===== src/rtl/sdram_port_arbiter.sv =====
// Multi-port SDRAM command arbiter: starvation/urgent/row-hit priority with round-robin
// tie-break, zero-latency grant, and in-order read-response routing through a tag FIFO.
module sdram_port_arbiter #(
    parameter int NPORTS     = 4,
    parameter int ADDR_W     = 25,
    parameter int DATA_W     = 16,
    parameter int ROW_LSB    = 10,
    parameter int MAX_WAIT   = 64,
    parameter int TAGQ_DEPTH = 16
) (
    input  logic                       clk,
    input  logic                       rst,
    input  logic [NPORTS-1:0]          req_valid,
    input  logic [NPORTS-1:0]          req_write,
    input  logic [NPORTS*ADDR_W-1:0]   req_addr,
    input  logic [NPORTS*DATA_W-1:0]   req_wdata,
    input  logic [NPORTS*DATA_W/8-1:0] req_mask,
    input  logic [NPORTS-1:0]          req_urgent,
    output logic [NPORTS-1:0]          req_ready,
    output logic                       cmd_write,
    input  logic                       cmd_full,
    output logic                       cmd_isWrite,
    output logic [ADDR_W-1:0]          cmd_address,
    output logic [DATA_W/8-1:0]        cmd_writeMask,
    output logic [DATA_W-1:0]          cmd_writeData,
    input  logic                       rd_valid,
    input  logic [DATA_W-1:0]          rd_data,
    output logic [NPORTS-1:0]          rsp_valid,
    output logic [DATA_W-1:0]          rsp_data,
    output logic                       keep_open,
    output logic                       tag_err
);

    localparam int PW    = $clog2(NPORTS);
    localparam int WW    = $clog2(MAX_WAIT + 1);
    localparam int QW    = $clog2(TAGQ_DEPTH);
    localparam int MW    = DATA_W / 8;
    localparam int ROW_W = ADDR_W - ROW_LSB;

    logic [PW-1:0]     r_rr_ptr;
    logic [ROW_W-1:0]  r_open_row;
    logic              r_row_valid;
    logic [WW-1:0]     r_wait [NPORTS];
    logic [PW-1:0]     r_tagq [TAGQ_DEPTH];
    logic [QW-1:0]     r_tag_wr;
    logic [QW-1:0]     r_tag_rd;
    logic [QW:0]       r_tag_cnt;
    logic              r_tag_err;
    logic [NPORTS-1:0] r_rsp_valid;
    logic [DATA_W-1:0] r_rsp_data;

    logic [NPORTS-1:0] w_row_hit;
    logic [NPORTS-1:0] w_elig;
    logic [NPORTS-1:0] w_starve;
    logic [NPORTS-1:0] w_urgent;
    logic [NPORTS-1:0] w_hit;
    logic [NPORTS-1:0] w_class;
    logic              w_tagq_full;
    logic              w_grant_any;
    logic [PW-1:0]     w_grant_idx;
    logic [PW-1:0]     w_rr_next;
    logic              w_grant_write;
    logic [ROW_W-1:0]  w_grant_row;
    logic              w_push;
    logic              w_pop;
    logic [PW-1:0]     w_pop_tag;

    assign w_tagq_full = (r_tag_cnt == (QW+1)'(TAGQ_DEPTH));

    // NOTE: every signal written in always_comb is given a default first so no latch is inferred.
    always_comb begin
        w_row_hit = '0;
        w_elig    = '0;
        w_starve  = '0;
        for (int i = 0; i < NPORTS; i++) begin
            w_row_hit[i] = r_row_valid && (req_addr[i*ADDR_W+ROW_LSB +: ROW_W] == r_open_row);
            w_elig[i]    = req_valid[i] && (req_write[i] || !w_tagq_full) && !cmd_full && !rst;
            w_starve[i]  = w_elig[i] && (r_wait[i] >= WW'(MAX_WAIT));
        end
    end

    assign w_urgent = w_elig & req_urgent;
    assign w_hit    = w_elig & w_row_hit;
    assign w_class  = (|w_starve) ? w_starve :
                      (|w_urgent) ? w_urgent :
                      (|w_hit)    ? w_hit    : w_elig;

    // Round-robin search of the winning class, starting at rr_ptr and wrapping.
    always_comb begin
        int idx;
        idx         = 0;
        w_grant_any = 1'b0;
        w_grant_idx = '0;
        for (int k = 0; k < NPORTS; k++) begin
            idx = int'(r_rr_ptr) + k;
            if (idx >= NPORTS) idx = idx - NPORTS;
            if (!w_grant_any && w_class[idx]) begin
                w_grant_any = 1'b1;
                w_grant_idx = PW'(idx);
            end
        end
    end

    always_comb begin
        req_ready = '0;
        if (w_grant_any) req_ready[w_grant_idx] = 1'b1;
    end

    assign w_grant_write = req_write[w_grant_idx];
    assign w_grant_row   = req_addr[int'(w_grant_idx)*ADDR_W+ROW_LSB +: ROW_W];
    assign w_rr_next     = (w_grant_idx == PW'(NPORTS-1)) ? '0 : w_grant_idx + 1'b1;

    assign cmd_write     = w_grant_any;
    assign cmd_isWrite   = w_grant_any && w_grant_write;
    assign cmd_address   = w_grant_any ? req_addr[int'(w_grant_idx)*ADDR_W +: ADDR_W] : '0;
    assign cmd_writeMask = cmd_isWrite ? req_mask[int'(w_grant_idx)*MW +: MW] : '0;
    assign cmd_writeData = cmd_isWrite ? req_wdata[int'(w_grant_idx)*DATA_W +: DATA_W] : '0;

    assign keep_open = r_row_valid && |(req_valid & w_row_hit);

    assign w_push    = w_grant_any && !w_grant_write;
    assign w_pop     = rd_valid && (r_tag_cnt != '0);
    assign w_pop_tag = r_tagq[r_tag_rd];

    // NOTE: sequential state uses non-blocking assignments so every register sees pre-edge values.
    always_ff @(posedge clk) begin
        if (rst) begin
            r_rr_ptr    <= '0;
            r_open_row  <= '0;
            r_row_valid <= 1'b0;
            for (int i = 0; i < NPORTS; i++) r_wait[i] <= '0;
            r_tag_wr    <= '0;
            r_tag_rd    <= '0;
            r_tag_cnt   <= '0;
            r_tag_err   <= 1'b0;
            r_rsp_valid <= '0;
            r_rsp_data  <= '0;
        end else begin
            if (w_grant_any) begin
                r_rr_ptr    <= w_rr_next;
                r_open_row  <= w_grant_row;
                r_row_valid <= 1'b1;
            end
            for (int i = 0; i < NPORTS; i++) begin
                if (!req_valid[i] || req_ready[i])  r_wait[i] <= '0;
                else if (r_wait[i] != WW'(MAX_WAIT)) r_wait[i] <= r_wait[i] + 1'b1;
            end
            if (w_push) r_tag_wr <= r_tag_wr + 1'b1;
            if (w_pop)  r_tag_rd <= r_tag_rd + 1'b1;
            case ({w_push, w_pop})
                2'b10:   r_tag_cnt <= r_tag_cnt + 1'b1;
                2'b01:   r_tag_cnt <= r_tag_cnt - 1'b1;
                default: r_tag_cnt <= r_tag_cnt;
            endcase
            r_rsp_valid <= '0;
            if (w_pop) begin
                r_rsp_valid[w_pop_tag] <= 1'b1;
                r_rsp_data             <= rd_data;
            end
            if (rd_valid && (r_tag_cnt == '0)) r_tag_err <= 1'b1;
        end
    end

    // NOTE: tag storage is not reset; the pointers and occupancy alone decide which entries are live.
    always_ff @(posedge clk) begin
        if (w_push) r_tagq[r_tag_wr] <= w_grant_idx;
    end

    assign rsp_valid = r_rsp_valid;
    assign rsp_data  = r_rsp_data;
    assign tag_err   = r_tag_err;

endmodule


===== config.mk =====
export PLATFORM = sky130hd
export DESIGN_NAME = sdram_port_arbiter
export DESIGN_NICKNAME = d
export VERILOG_FILES = /design/src/rtl/sdram_port_arbiter.sv
export SDC_FILE = /design/constraint.sdc
export NUM_CORES = 1
export LEC_CHECK = 0
export CORE_ASPECT_RATIO = 0.5
export CORE_MARGIN = 3
export CORE_UTILIZATION = 45
export CTS_BUF_LIST = sky130_fd_sc_hd__clkbuf_8
export CTS_CLUSTER_DIAMETER = 60
export CTS_CLUSTER_SIZE = 14
export DETAILED_ROUTE_END_ITERATION = 8
export MAX_ROUTING_LAYER = met4
export PLACE_DENSITY = 0.8
export SYNTH_ARGS = -nofsm -noshare
export SYNTH_HDL_FRONTEND = slang
export SYNTH_SLANG_ARGS = --single-unit

===== constraint.sdc =====
create_clock -name clk -period 5.8 [get_ports clk]
set_input_delay 1.16 -clock clk [delete_from_list [all_inputs] [get_ports clk]]
set_output_delay 1.16 -clock clk [all_outputs]
set_load 0.005 [all_outputs]

After elaboration in Yosys (flattened, before gate mapping)
Memory sizes are Yosys's and may differ from the RTL's. A register that Yosys moved wholly into a read port is not among the register bits.
Index checks and enable logic that the tools add are counted.
{"block": "op_classes", "n_addsub": 17, "mul": 1, "n_lt_le_gt_ge": 16, "n_eq_ne": 12, "n_shift": 4, "mux": 81, "bitwise_logic": 12, "n_reduce_logical": 57}
{"cell": "32-bit by 4-bit < comparator with 1-bit output (second input constant)", "n": 4}
{"cell": "32-bit two-way mux", "n": 4}
{"cell": "100-bit by 32-bit variable part select with 15-bit output", "n": 1}
{"cell": "100-bit by 8-bit variable part select with 25-bit output", "n": 1}
{"cell": "64-bit by 7-bit variable part select with 16-bit output", "n": 1}
{"cell": "15-bit == test", "n": 4}
{"cell": "7-bit two-way mux", "n": 8}
{"cell": "1-bit two-way mux", "n": 47}
{"cell": "32-bit by 5-bit adder with 32-bit output (second input constant)", "n": 1}
{"cell": "1-bit logical AND", "n": 30}
{"cell": "7-bit by 1-bit adder with 7-bit output (second input constant)", "n": 4}
{"cell": "7-bit >= comparator (second input constant)", "n": 4}
{"cell": "7-bit inequality test (second input constant)", "n": 4}
{"cell": "25-bit two-way mux", "n": 1}
{"cell": "4-bit two-way mux", "n": 6}
{"cell": "16-bit two-way mux", "n": 1}
{"cell": "4-bit OR reduction", "n": 4}
{"cell": "4-bit bitwise AND", "n": 3}
{"cell": "2-bit two-way mux", "n": 6}
{"cell": "3-bit by 3-bit subtractor with 4-bit output (second input constant)", "n": 3}
{"cell": "1-bit zero test", "n": 11}
{"cell": "1-bit binary-select mux with 2-bit select", "n": 5}
{"cell": "5-bit one-hot mux with 2 select lines", "n": 1}
{"cell": "3-bit >= comparator (second input constant)", "n": 3}
{"cell": "other kinds (23)", "n": 43}
{"block": "word_totals", "regBits": 52, "mem_bits_rw": 60, "input_bits": 204, "out_inout_bits": 71, "word_cells": 211, "mem_count": 2}
{"memory": "r_tagq", "depth": 16, "width": 2, "rd": 1, "rd_clocked_by_memory_dff": 1, "wr": 1, "line": "44", "text": "logic [PW-1:0] r_tagq [TAGQ_DEPTH];"}
{"memory": "r_wait", "depth": 4, "width": 7, "rd": 4, "rd_clocked_by_memory_dff": 0, "wr": 4, "line": "43", "text": "logic [WW-1:0] r_wait [NPORTS];"}

Depth between registers and ports, before layout
{"block": "logic_depth", "ltp_word": 35, "ltp_mapped": 25, "ltp_nobuf": 21}

Least setup slack after synthesis
OpenSTA, ideal clock, no wires.
{"block": "synth_path", "kind": "in2reg", "start": "in req_addr[67]", "end": "reg r_tag_cnt[4]", "arrival_time_ns": 5.623, "slack_ns": 0.107, "stages": 23, "n_path_buf": 2, "cell_sequence": "xnor2_1 nand4_1 nor4_1 a22oi_1 a2111oi_2 nor2_4 o211a_1 inv_2 mux2i_2 mux2i_4 nor2_2 clkbuf_1 inv_1 ha_1 clkbuf_1 xor2_1 ha_1 o21ai_0 a21oi_1 a21oi_1 xor2_1 or3_1 a21oi_1"}
{"block": "synth_between", "elab_chain_len": 26, "elab_cells_between_ends": 41}
{"element": "start: declaration", "line": "15", "text": "input logic [NPORTS*ADDR_W-1:0] req_addr,"}
{"element": "15-bit == test (*)", "line": "76", "text": "w_row_hit[i] = r_row_valid && (req_addr[i*ADDR_W+ROW_LSB +: ROW_W] == r_open_row);"}
{"element": "1-bit logical AND (*)", "line": "76"}
{"element": "4-bit bitwise AND (*)", "line": "83", "text": "assign w_hit = w_elig & w_row_hit;"}
{"element": "4-bit OR reduction", "line": "86", "text": "(|w_hit) ? w_hit : w_elig;"}
{"element": "4-bit two-way mux (*)", "line": "86"}
{"element": "4-bit two-way mux (*)", "line": "85", "text": "(|w_urgent) ? w_urgent :"}
{"element": "4-bit two-way mux (*)", "line": "84", "text": "assign w_class = (|w_starve) ? w_starve :"}
{"element": "1-bit binary-select mux with 2-bit select", "line": "97", "text": "if (!w_grant_any && w_class[idx]) begin"}
{"element": "[10 not listed]"}
{"element": "1-bit logical AND", "line": "97"}
{"element": "2-bit two-way mux", "line": "97"}
{"element": "1-bit binary-select mux with 2-bit select", "line": "109", "text": "assign w_grant_write = req_write[w_grant_idx];"}
{"element": "1-bit two-way mux (implied by the code)", "line": "109"}
{"element": "1-bit zero test", "line": "121", "text": "assign w_push = w_grant_any && !w_grant_write;"}
{"element": "1-bit logical AND (*)", "line": "121"}
{"element": "2-bit by 1-bit == test with 1-bit output / 2-bit == test (equally long branches)", "line": "150", "text": "case ({w_push, w_pop})"}
{"element": "5-bit one-hot mux with 2 select lines / 2-bit nonzero test (equally long branches)"}
{"element": "end signal: assignment", "line": "151", "text": "2'b10: r_tag_cnt <= r_tag_cnt + 1'b1;"}
{"element": "end signal: assignment", "line": "152", "text": "2'b01: r_tag_cnt <= r_tag_cnt - 1'b1;"}
{"element": "end signal: assignment", "line": "153", "text": "default: r_tag_cnt <= r_tag_cnt;"}
{"element": "end: declaration", "line": "47", "text": "logic [QW:0] r_tag_cnt;"}
Every way passes the cells marked *; elsewhere a longest branch is shown, timed or not. The select of a mux whose other input is x is not followed.
A chain may end at the register's enable or synchronous reset.

Worst setup path after layout
{"block": "layout_path", "start": "in req_write[3]", "end": "out cmd_address[23]"}
{"block": "layout_between", "elab_chain_len": 25, "elab_cells_between_ends": 42}
{"element": "start: declaration", "line": "14", "text": "input logic [NPORTS-1:0] req_write,"}
{"element": "1-bit logical OR (*)", "line": "77", "text": "w_elig[i] = req_valid[i] && (req_write[i] || !w_tagq_full) && !cmd_full && !rst;"}
{"element": "1-bit logical AND (*) (3 in a row)", "line": "77"}
{"element": "4-bit bitwise AND", "line": "83"}
{"element": "4-bit OR reduction", "line": "86"}
{"element": "4-bit two-way mux", "line": "86"}
{"element": "4-bit two-way mux", "line": "85"}
{"element": "4-bit two-way mux (*)", "line": "84"}
{"element": "1-bit binary-select mux with 2-bit select", "line": "97"}
{"element": "[7 not listed]"}
{"element": "1-bit logical AND", "line": "97"}
{"element": "1-bit two-way mux", "line": "97"}
{"element": "1-bit zero test", "line": "97"}
{"element": "1-bit logical AND", "line": "97"}
{"element": "2-bit two-way mux", "line": "97"}
{"element": "2-bit by 5-bit multiplier with 7-bit output", "line": "115", "text": "assign cmd_address = w_grant_any ? req_addr[int'(w_grant_idx)*ADDR_W +: ADDR_W] : '0;"}
{"element": "100-bit by 8-bit variable part select with 25-bit output", "line": "115"}
{"element": "25-bit two-way mux (*)", "line": "115"}
{"element": "end: declaration", "line": "23", "text": "output logic [ADDR_W-1:0] cmd_address,"}
Marked as above.

==> metrics.txt <==
CTS tree=done; largest net degree at the start of global routing=31; mean post-synth cell area=8.24 sq um; Tmin final=5770 ps; crit path max fanout=22; DRT Pass-1 Iters=8; top post-synthesis cells by count=225 x nand2_1, 79 x nor2_1, 68 x xnor2_1, 60 x a21oi_1, 60 x edfxtp_1; Area Overhead vs Synth=60.0%; fraction of layout cells with a size suffix above 1=26.3%; CTS Hold Bufs=0; Post-Route WL=37.7 mm; HP Class=flip-flop to flip-flop; Worst Setup SP=req_write[3]; die boundary width=209 microns; row cnt=36; Vias/cell=5.94; slew of the pin with the lowest slew margin=786 ps; IR drop worst, VDD=0.151 mV; Power per Cell Area=248 nW/um^2; static leakage power=0.00642 uW; DR iter-0 viols=1232; Clock Sink Count=116; Sum Neg Setup Slack=0 ps; count leader, synth=nand2_1; Required @ worst endpoint=4640 ps; CTS H-tree lvls=4; final core occ=74.7%; M2 GR Usage=52.3%; Avg WL per Cell=20.5 microns; Synth area leaders=edfxtp_1 19%, dfxtp_1 12%, nand2_1 9.1%; met3 Resource Use GR=6.43%; Final ANT Viol Nets=0; deepest clock path buffer count=2; cts bufs inserted=17; IO Count=275; Netlist Area Pre-Place=9260 sq um; Die Y=107 microns; sequential-to-total area share from yosys stat=31.6%; post-synth top area cell=edfxtp_1; Max Cap Viol=0; clock-pin transition on the worst setup and hold timing paths=70 ps; Synth warnings=0; Vias=10.9k; Tot GR Track Use=32.4%; final instance area=14800 sq um; Worst Hold Launch=rsp_data[5]; first-pass GRT wire length=56.5 mm; setup violators final=0; critical path endpoint category=output pin; insertion delay of the later-clocked pin in the worst-skew pair=470 ps; skew final=32.1 ps; Worst Path Arrival=4610 ps; cells after synthesis=1123; Fin. Hold Viols=0; share of Yosys cell area claimed by the top area cell type=19.5%; detailed-placement wirelength estimate=27.5 mm; Post-Syn Nets=1351; core footprint=19800 sq um; Power Total=3680 uW; Buffers on Ports=274; Synth Register Bits=116; async set or reset register ratio after synthesis=0%; number of synthesized flops with an enable pin=60; initial core utilization=46.7%; status=complete, no violations; nets=1787; Peak Freq=173 MHz; fin. max-slew vios=0; vias in the first global route=10.6k; Die Area=22400 sq um; critical path class=primary input to output pin; met1 GRT Util=40.5%; synth unique cells=82; initial antenna violation count=2; DR DRC count=0; Remaining Overflow, GRT=0; RSZ-0062 raised after global routing=yes; Startpoint Class=primary input; dpl cell area=13700 sq um; RR Startpoint=r_tag_cnt[1]; relative slew slack=47.4%; Main synth FF type=edfxtp_1; gpl congestion=0.992; part of the cycle the worst path needs=99.5%; clock root buffer=clkbuf_8; GR peak layer=met2
flip-flops by register name, indices dropped and copies added, names as in the netlist, named ones only:
name	count
rsp_valid	4
r_row_valid	1
r_rr_ptr	2
r_open_row	15
tag_err	1
r_tag_rd	4
r_tag_wr	4
rsp_data	16
r_wait	28
r_tagq	32
r_tag_cnt	5
cell type report:
class | instances | area [sq um]
clock inverter | 14 | 163
multi-input combinational | 885 | 6350
antenna | 1 | 2.50
sequential | 116 | 2920
tap | 266 | 333
timing repair buffer | 509 | 4670
clock buffer | 18 | 248
fill | 1442 | 5010
inverter | 30 | 123
critical path, stage by stage:
cell and delay (ps):
clkdlybuf4s50_1 480, nand2b_4 180, o211a_1 260, a221o_1 360
o31ai_2 210, nand2_1 180, nor3b_2 260, o21ai_2 100
and2_4 160, buf_6 140, buf_12 170, buf_4 160
and3_1 160, a311oi_2 250, buf_4 160, dlygate4sd2_1 230
logic make-up (layout without fill, tap and decap cells):
kind of cell / count (synthesis) / after routing / synth area share, %
AOI/OAI and AO/OA: 233 / 233 / 18.3
muxes: 53 / 53 / 7.88
DFF: 116 / 116 / 31.6
adders and majority gates: 24 / 24 / 3.24
and+or+nand+nor: 487 / 487 / 25.1
xor gates and xnor gates: 88 / 88 / 8.33
buffers and inverters: 122 / 571 / 5.57
other: 0 / 1 / 0
metrics by stage:
| step | hold slack, ps | setup slack [ps] | std cells |
|---|---|---|---|
| 6_report | 458 | 26.4 | 1839 |
| 5_1_grt | 482 | -90.0 | 1839 |
| 4_1_cts | 457 | -84.9 | 1829 |
| 3_5_place_dp | 447 | -617 | 1786 |
| 3_3_place_gp | 442 | -446 | 1786 |
| 2_1_floorplan | 453 | 107 | 1123 |
metal layers:
layer / routed length, microns / up-vias
met5: 0 / -
met4: 1340 / 0
met3: 3180 / 130
met2: 17800 / 636
met1: 15300 / 5176
li1: - / 4979
timing repair:
action	4_1_cts	5_1_grt
hold endpoints to repair	0	0
gates cloned	3	2
endpoints found under the setup margin	49	49
pin swaps	29	41
setup buffers	9	7
gates resized for setup	159	128
cell usage in the layout (no fill, tap or decap), drive strengths merged, types with 20 or more instances in the layout:
cell	n
clkbuf	47
xnor2	68
nand2	226
xor2	20
and3	43
inv	39
dlygate4sd2	57
nand3	29
clkdlybuf4s50	165
dfxtp	56
buf	236
mux2i	33
a311oi	28
edfxtp	60
nor2	81
a21oi	60
nand4	20
ha	24
final timing paths:
path	endpoint	slack [ps]	depth (start not counted)
setup / recovery	cmd_address[23]	30	16
hold / removal	rsp_data[5]	460	2
setup reg to reg	r_tag_cnt[4]	410	24
hold reg to reg	rsp_data[5]	460	2
power by group:
part           internal, uW  leakage [uW]  switching [uW]
registers               963       0.00110             151
logic                   900       0.00511             830
clock network           408      0.000214             427
total                  2270       0.00642            1410
(Power assumes the default switching activity.)
